==> src/rtl/lcd_frame_writer.sv <==
// lcd_frame_writer: streams an optional HD44780 init sequence plus a latched
// ROWS x COLS character frame, one handshaked byte at a time.
module lcd_frame_writer #(
    parameter int ROWS           = 2,
    parameter int COLS           = 16,
    parameter int CMD_DELAY_US   = 50,
    parameter int CLR_DELAY_US   = 1640,
    parameter int ACK_TIMEOUT_US = 1000
) (
    input  logic                     clk_1MHz,
    input  logic                     rst_n,
    input  logic                     start,
    input  logic                     init_req,
    input  logic [ROWS*COLS*8-1:0]   frame,
    input  logic                     done_write,
    output logic [7:0]               data,
    output logic                     cmd_data,
    output logic                     ena_write,
    output logic                     busy,
    output logic                     done,
    output logic                     error
);

    localparam int FW   = ROWS * COLS * 8;
    localparam int NCH  = ROWS * COLS;
    localparam int PW   = $clog2(NCH);
    localparam int RW   = (ROWS > 1) ? $clog2(ROWS) : 1;
    localparam int CW   = $clog2(COLS + 1);
    localparam int NB   = 5 + ROWS * (COLS + 1);
    localparam int IW   = $clog2(NB + 1);
    localparam int MAXD = (CLR_DELAY_US > ACK_TIMEOUT_US) ? CLR_DELAY_US : ACK_TIMEOUT_US;
    localparam int TW   = $clog2(MAXD + 1);

    typedef enum logic [2:0] {
        S_IDLE,
        S_LOAD,
        S_WRITE,
        S_WAIT_ACK,
        S_DELAY,
        S_DONE
    } state_t;

    state_t          state_q, state_d;
    logic [FW-1:0]   frame_q, frame_d;
    logic            init_q, init_d;
    logic [IW-1:0]   idx_q, idx_d;
    logic [RW-1:0]   row_q, row_d;
    logic [CW-1:0]   col_q, col_d;
    logic [TW-1:0]   cnt_q, cnt_d;
    logic [7:0]      data_q, data_d;
    logic            cmd_data_q, cmd_data_d;
    logic            ena_write_q, ena_write_d;
    logic            busy_q, busy_d;
    logic            done_q, done_d;
    logic            error_q, error_d;

    logic [7:0]      chars [NCH];
    logic [PW-1:0]   pos;
    logic [7:0]      base;
    logic [7:0]      init_byte;
    logic [7:0]      cur_byte;
    logic            cur_is_char;
    logic            in_init;
    logic            is_clr;
    logic            is_last;
    logic [TW-1:0]   dly_last;

    always_comb begin
        for (int i = 0; i < NCH; i++) begin
            chars[i] = frame_q[FW-1-8*i -: 8];
        end
    end

    // col_q == 0 selects the row's DDRAM address command, 1..COLS the characters
    always_comb begin
        in_init = init_q && (idx_q < IW'(5));
        is_clr  = in_init && (idx_q == IW'(4));
        is_last = !in_init && (row_q == RW'(ROWS - 1)) && (col_q == CW'(COLS));
        pos     = PW'(PW'(row_q) * PW'(COLS) + PW'(col_q) - PW'(1));
        base    = 8'h00;
        if (int'(row_q) == 1) begin
            base = 8'h40;
        end else if (int'(row_q) == 2) begin
            base = 8'(COLS);
        end else if (int'(row_q) == 3) begin
            base = 8'(64 + COLS);
        end
        case (idx_q[2:0])
            3'd0:    init_byte = 8'h02;
            3'd1:    init_byte = 8'h28;
            3'd2:    init_byte = 8'h0C;
            3'd3:    init_byte = 8'h06;
            default: init_byte = 8'h01;
        endcase
        if (in_init) begin
            cur_byte    = init_byte;
            cur_is_char = 1'b0;
        end else if (col_q == '0) begin
            cur_byte    = 8'h80 | base;
            cur_is_char = 1'b0;
        end else begin
            cur_byte    = chars[pos];
            cur_is_char = 1'b1;
        end
        dly_last = is_clr ? TW'(CLR_DELAY_US - 1) : TW'(CMD_DELAY_US - 1);
    end

    always_comb begin
        state_d     = state_q;
        frame_d     = frame_q;
        init_d      = init_q;
        idx_d       = idx_q;
        row_d       = row_q;
        col_d       = col_q;
        cnt_d       = cnt_q;
        data_d      = data_q;
        cmd_data_d  = cmd_data_q;
        ena_write_d = 1'b0;
        done_d      = 1'b0;
        error_d     = error_q;
        unique case (state_q)
            S_IDLE: begin
                if (start && !busy_q) begin
                    state_d = S_LOAD;
                    init_d  = init_req;
                    error_d = 1'b0;
                end
            end
            S_LOAD: begin
                frame_d = frame;
                idx_d   = '0;
                row_d   = '0;
                col_d   = '0;
                state_d = S_WRITE;
            end
            S_WRITE: begin
                data_d      = cur_byte;
                cmd_data_d  = cur_is_char;
                ena_write_d = 1'b1;
                state_d     = S_WAIT_ACK;
            end
            S_WAIT_ACK: begin
                if (done_write) begin
                    state_d = S_DELAY;
                end else if (cnt_q == TW'(ACK_TIMEOUT_US - 1)) begin
                    error_d = 1'b1;
                    state_d = S_IDLE;
                end else begin
                    cnt_d = cnt_q + TW'(1);
                end
            end
            S_DELAY: begin
                if (cnt_q == dly_last) begin
                    if (is_last) begin
                        state_d = S_DONE;
                    end else begin
                        idx_d   = idx_q + IW'(1);
                        state_d = S_WRITE;
                        if (!in_init) begin
                            if (col_q == CW'(COLS)) begin
                                col_d = '0;
                                row_d = row_q + RW'(1);
                            end else begin
                                col_d = col_q + CW'(1);
                            end
                        end
                    end
                end else begin
                    cnt_d = cnt_q + TW'(1);
                end
            end
            S_DONE: begin
                done_d  = 1'b1;
                state_d = S_IDLE;
            end
            default: state_d = S_IDLE;
        endcase
        if (state_d != state_q) begin
            cnt_d = '0;
        end
        // hold busy through the done pulse so it drops the cycle after
        busy_d = (state_d != S_IDLE) || (state_q == S_DONE);
    end

    always_ff @(posedge clk_1MHz or negedge rst_n) begin
        if (!rst_n) begin
            state_q     <= S_IDLE;
            frame_q     <= '0;
            init_q      <= 1'b0;
            idx_q       <= '0;
            row_q       <= '0;
            col_q       <= '0;
            cnt_q       <= '0;
            data_q      <= 8'h00;
            cmd_data_q  <= 1'b0;
            ena_write_q <= 1'b0;
            busy_q      <= 1'b0;
            done_q      <= 1'b0;
            error_q     <= 1'b0;
        end else begin
            state_q     <= state_d;
            frame_q     <= frame_d;
            init_q      <= init_d;
            idx_q       <= idx_d;
            row_q       <= row_d;
            col_q       <= col_d;
            cnt_q       <= cnt_d;
            data_q      <= data_d;
            cmd_data_q  <= cmd_data_d;
            ena_write_q <= ena_write_d;
            busy_q      <= busy_d;
            done_q      <= done_d;
            error_q     <= error_d;
        end
    end

    assign data      = data_q;
    assign cmd_data  = cmd_data_q;
    assign ena_write = ena_write_q;
    assign busy      = busy_q;
    assign done      = done_q;
    assign error     = error_q;

endmodule

==> config.mk <==
export PLATFORM = sky130hd
export DESIGN_NAME = lcd_frame_writer
export DESIGN_NICKNAME = d
export VERILOG_FILES = /design/src/rtl/lcd_frame_writer.sv
export SDC_FILE = /design/constraint.sdc
export NUM_CORES = 1
export LEC_CHECK = 0
export CORE_MARGIN = 1.5
export CORE_UTILIZATION = 52
export DETAILED_ROUTE_END_ITERATION = 10
export PLACE_DENSITY = 0.91
export SKIP_LAST_GASP = 1
export SYNTH_ARGS = -nofsm -noshare
export SYNTH_HDL_FRONTEND = slang
export SYNTH_SLANG_ARGS = --single-unit
==> constraint.sdc <==
create_clock -name clk_1MHz -period 3.6 [get_ports clk_1MHz]
set_clock_uncertainty 0.15 [all_clocks]
set_input_delay 0.36 -clock clk_1MHz [delete_from_list [all_inputs] [get_ports clk_1MHz]]
set_output_delay 0.36 -clock clk_1MHz [all_outputs]
set_load 0.02 [all_outputs]
==> impl_metrics.json <==
{
  "status": "finished with violations",
  "failed_checks": "DRC",
  "cp.arrival_ns": 3.69,
  "synth_seq_cells": 296,
  "grt_pass1_wl_um": 67600,
  "drc": 9,
  "fp-row-count": 59,
  "cp-end-kind": "flip-flop",
  "wl_um": 43300,
  "antenna_found_initial": 0,
  "r2r_start": "col_q[1]",
  "power_switching_share_pct": 38.7,
  "cap_violations": 0,
  "start_util_pct": 53.1,
  "avgSynthCellArea_um2": 9.52,
  "synth_cell_types": 56,
  "peakVddDrop_mv": 0.633,
  "ys_seq_area_share_pct": 53.4,
  "finalSetupTns_ns": 0,
  "final_util_pct": 68.7,
  "critPathLaunch": "col_q[1]",
  "grt_max_degree": 102,
  "critPathMaxStageDelay_ns": 0.90,
  "crit_slowest_cell": "fa_4",
  "die_x_um": 166,
  "ios": 274,
  "nets": 1980,
  "cp_common_cell": "mux4_2",
  "cts.clk_slew.worst_paths_ns": 0.07,
  "cp.required_ns": 3.86,
  "synthFlopType": "dfrtp_1",
  "rsz0062_at_grt": "false",
  "period_needed_ns": 3.43,
  "fillers": 1836,
  "synth_nets": 1735,
  "viasPerCell": 5.84,
  "leakage_uw": 0.00855,
  "place_ws_ns": 0.272,
  "cts_resized": 0,
  "p_comb_share_pct": 34.8,
  "antennaDiodeCount": 0,
  "seqPwrFrac_pct": 43.5,
  "die_h_um": 166,
  "syn_inst": 1458,
  "max_freq_ghz": 0.292,
  "tightest_slew_ns": 1.11,
  "cts_sinks": 296,
  "hpwl_um": 30700,
  "clock_latency_ns": 0.56,
  "power.internal_uw": 8520,
  "maxSlewViolCount": 0,
  "synthArstFlopShare_pct": 100,
  "hold_class": "input pin to flip-flop",
  "hold_slack_ns": 0.177,
  "wl_per_cell_um": 21.0,
  "hold_viol": 0,
  "numCtsBuffers": 29,
  "critPathMaxFanout": 10,
  "vias": 12000,
  "cp-start-kind": "flip-flop",
  "coreArea_mm2": 0.0261,
  "cts_max_path_buffers": 3,
  "overflow": 0,
  "synth-edff-count": 0,
  "io_buffers": 273,
  "syn_area_mm2": 0.0139,
  "drt_iter0_drc": 1530,
  "drive_gt1_share_pct": 9.29,
  "power_switching_uw": 5380,
  "period_share_pct": 95.2,
  "cts_max_level": 1,
  "track_usage_pct": 31.7,
  "power.density_mw_per_mm2": 775,
  "place_congestion": 0.966,
  "ys_top_cells_by_area": "dfrtp_1 53%, nand2_1 21%, mux4_2 12%",
  "synth_top_area_share_pct": 53.4,
  "max_slew_margin_pct": 25.3,
  "worstSetupPathType": "flip-flop to flip-flop",
  "cts.root.buffer_cell": "clkbuf_16",
  "die_area_mm2": 0.0277,
  "yosysMostFrequentCell": "nand2_1",
  "cp_cell_sequence": "inv_1, ha_1, fa_4, buf_4, mux4_2, mux4_2, mux2i_1, o21ai_1",
  "syn2layout_area_growth_pct": 29.2,
  "setup_ws_ns": 0.173,
  "firstDrtPassIters": 8,
  "synth_top_area_cell": "dfrtp_1",
  "total_power_uw": 13900,
  "synth.yosys.warnings": 0,
  "clock_power_share_pct": 21.7,
  "grt_pass1_vias": 12200,
  "min_from": "frame[143]",
  "synth_commonest_cells": "789 x nand2_1, 296 x dfrtp_1, 74 x mux4_2",
  "drtAntennaViolNets": 0,
  "cts_tree": "done",
  "finalSetupViolations": 0
}
[worst paths after layout]
path | to | slack [ns] | cells after the start
worst max-delay path | data[1] | 0.17 | 8
worst min-delay path | chars[143] | 0.18 | 3
worst max register to register | data[1] | 0.17 | 8
worst min register to register | chars[154] | 0.33 | 2
max in group asynchronous | col_q[2] | 2.13 | 3
min in group asynchronous | chars[106] | 0.25 | 2
[sequential cells by signal, indices dropped and copies added, names as in the netlist]
signal and count:
cnt_q 11, init_q 1, error 1, done 1
idx_q 6, col_q 5, data 8, cmd_data 1
ena_write 1, state_q 3, chars 256, row_q 1
busy 1
[cells by family after synthesis]
group                      count (synthesis)  synth area share (%)
DFF                                      296                  53.4
adders and majority gates                 16                  1.50
muxes                                     93                  13.4
AOI/OAI and AO/OA                         67                  3.11
buffers and inverters                     94                  2.63
xor gates and xnor gates                  11                 0.748
and+or+nand+nor                          881                  25.3
[through the flow]
step / cell area (um^2) / instances
6_report: 17900 / 2058
5_1_grt: 17900 / 2058
4_1_cts: 17900 / 2058
3_5_place_dp: 17000 / 2006
3_3_place_gp: 17000 / 2006
2_1_floorplan: 13900 / 1458
[layer usage]
metal	global-route usage, %	share of wire [%]	vias to the layer above
li1	-	-	5241
met5	0	0	-
met4	16.7	6.0	0
met2	49.5	46	790
met3	7.70	10	164
met1	41.3	37	5822
[power groups by stage]
stage / Combinational (uW) / Clock, uW / Sequential, uW
after floorplan: 3240 / 0 / 5440
after global placement: 4390 / 0 / 5940
after detailed placement: 4680 / 0 / 5950
after CTS: 4790 / 3030 / 5970
after global routing: 5320 / 3160 / 6140
final: 4840 / 3020 / 6050
[repair_timing]
| item | in CTS | in global routing |
|---|---|---|
| endpoints found under the hold margin | 75 | 0 |
| hold buffers | 1 | 0 |
| setup buffers | 0 | 0 |
[cells in the final DEF, fill, tap and decap left out, drive strengths merged, types with 13 or more instances in the layout]
cell type      netlist  routed
nand2              789     789
dfrtp              296     296
clkdlybuf4s50        0     272
mux4                74      74
clkbuf              69      38
nor2                29      29
buf                 12      22
nand3               20      20
a21oi               20      20
o21ai               19      19
mux2i               16      16
ha                  15      15
inv                 12      13
[area by class of cell]
| class | count | area [um^2] | area share, % |
|---|---|---|---|
| flip-flops and latches | 296 | 7410 | 41.3 |
| multi-input cells | 1068 | 6140 | 34.2 |
| repair buffers | 295 | 2990 | 16.7 |
| clock buffers | 38 | 779 | 4.34 |
| well taps | 335 | 419 | 2.34 |
| clock inverters | 13 | 149 | 0.830 |
| inverters | 13 | 48.8 | 0.272 |
[worst max-delay path: cells and delay by family (launching register included)]
kind                     cells  cell delay (ns)
buffers and inverters        2             0.35
adder cells (fa/ha/maj)      2             1.13
AO/OA/AOI/OAI                1             0.09
flip-flops                   1             0.46
multiplexers                 3             1.11
(Power assumes the default switching activity.)
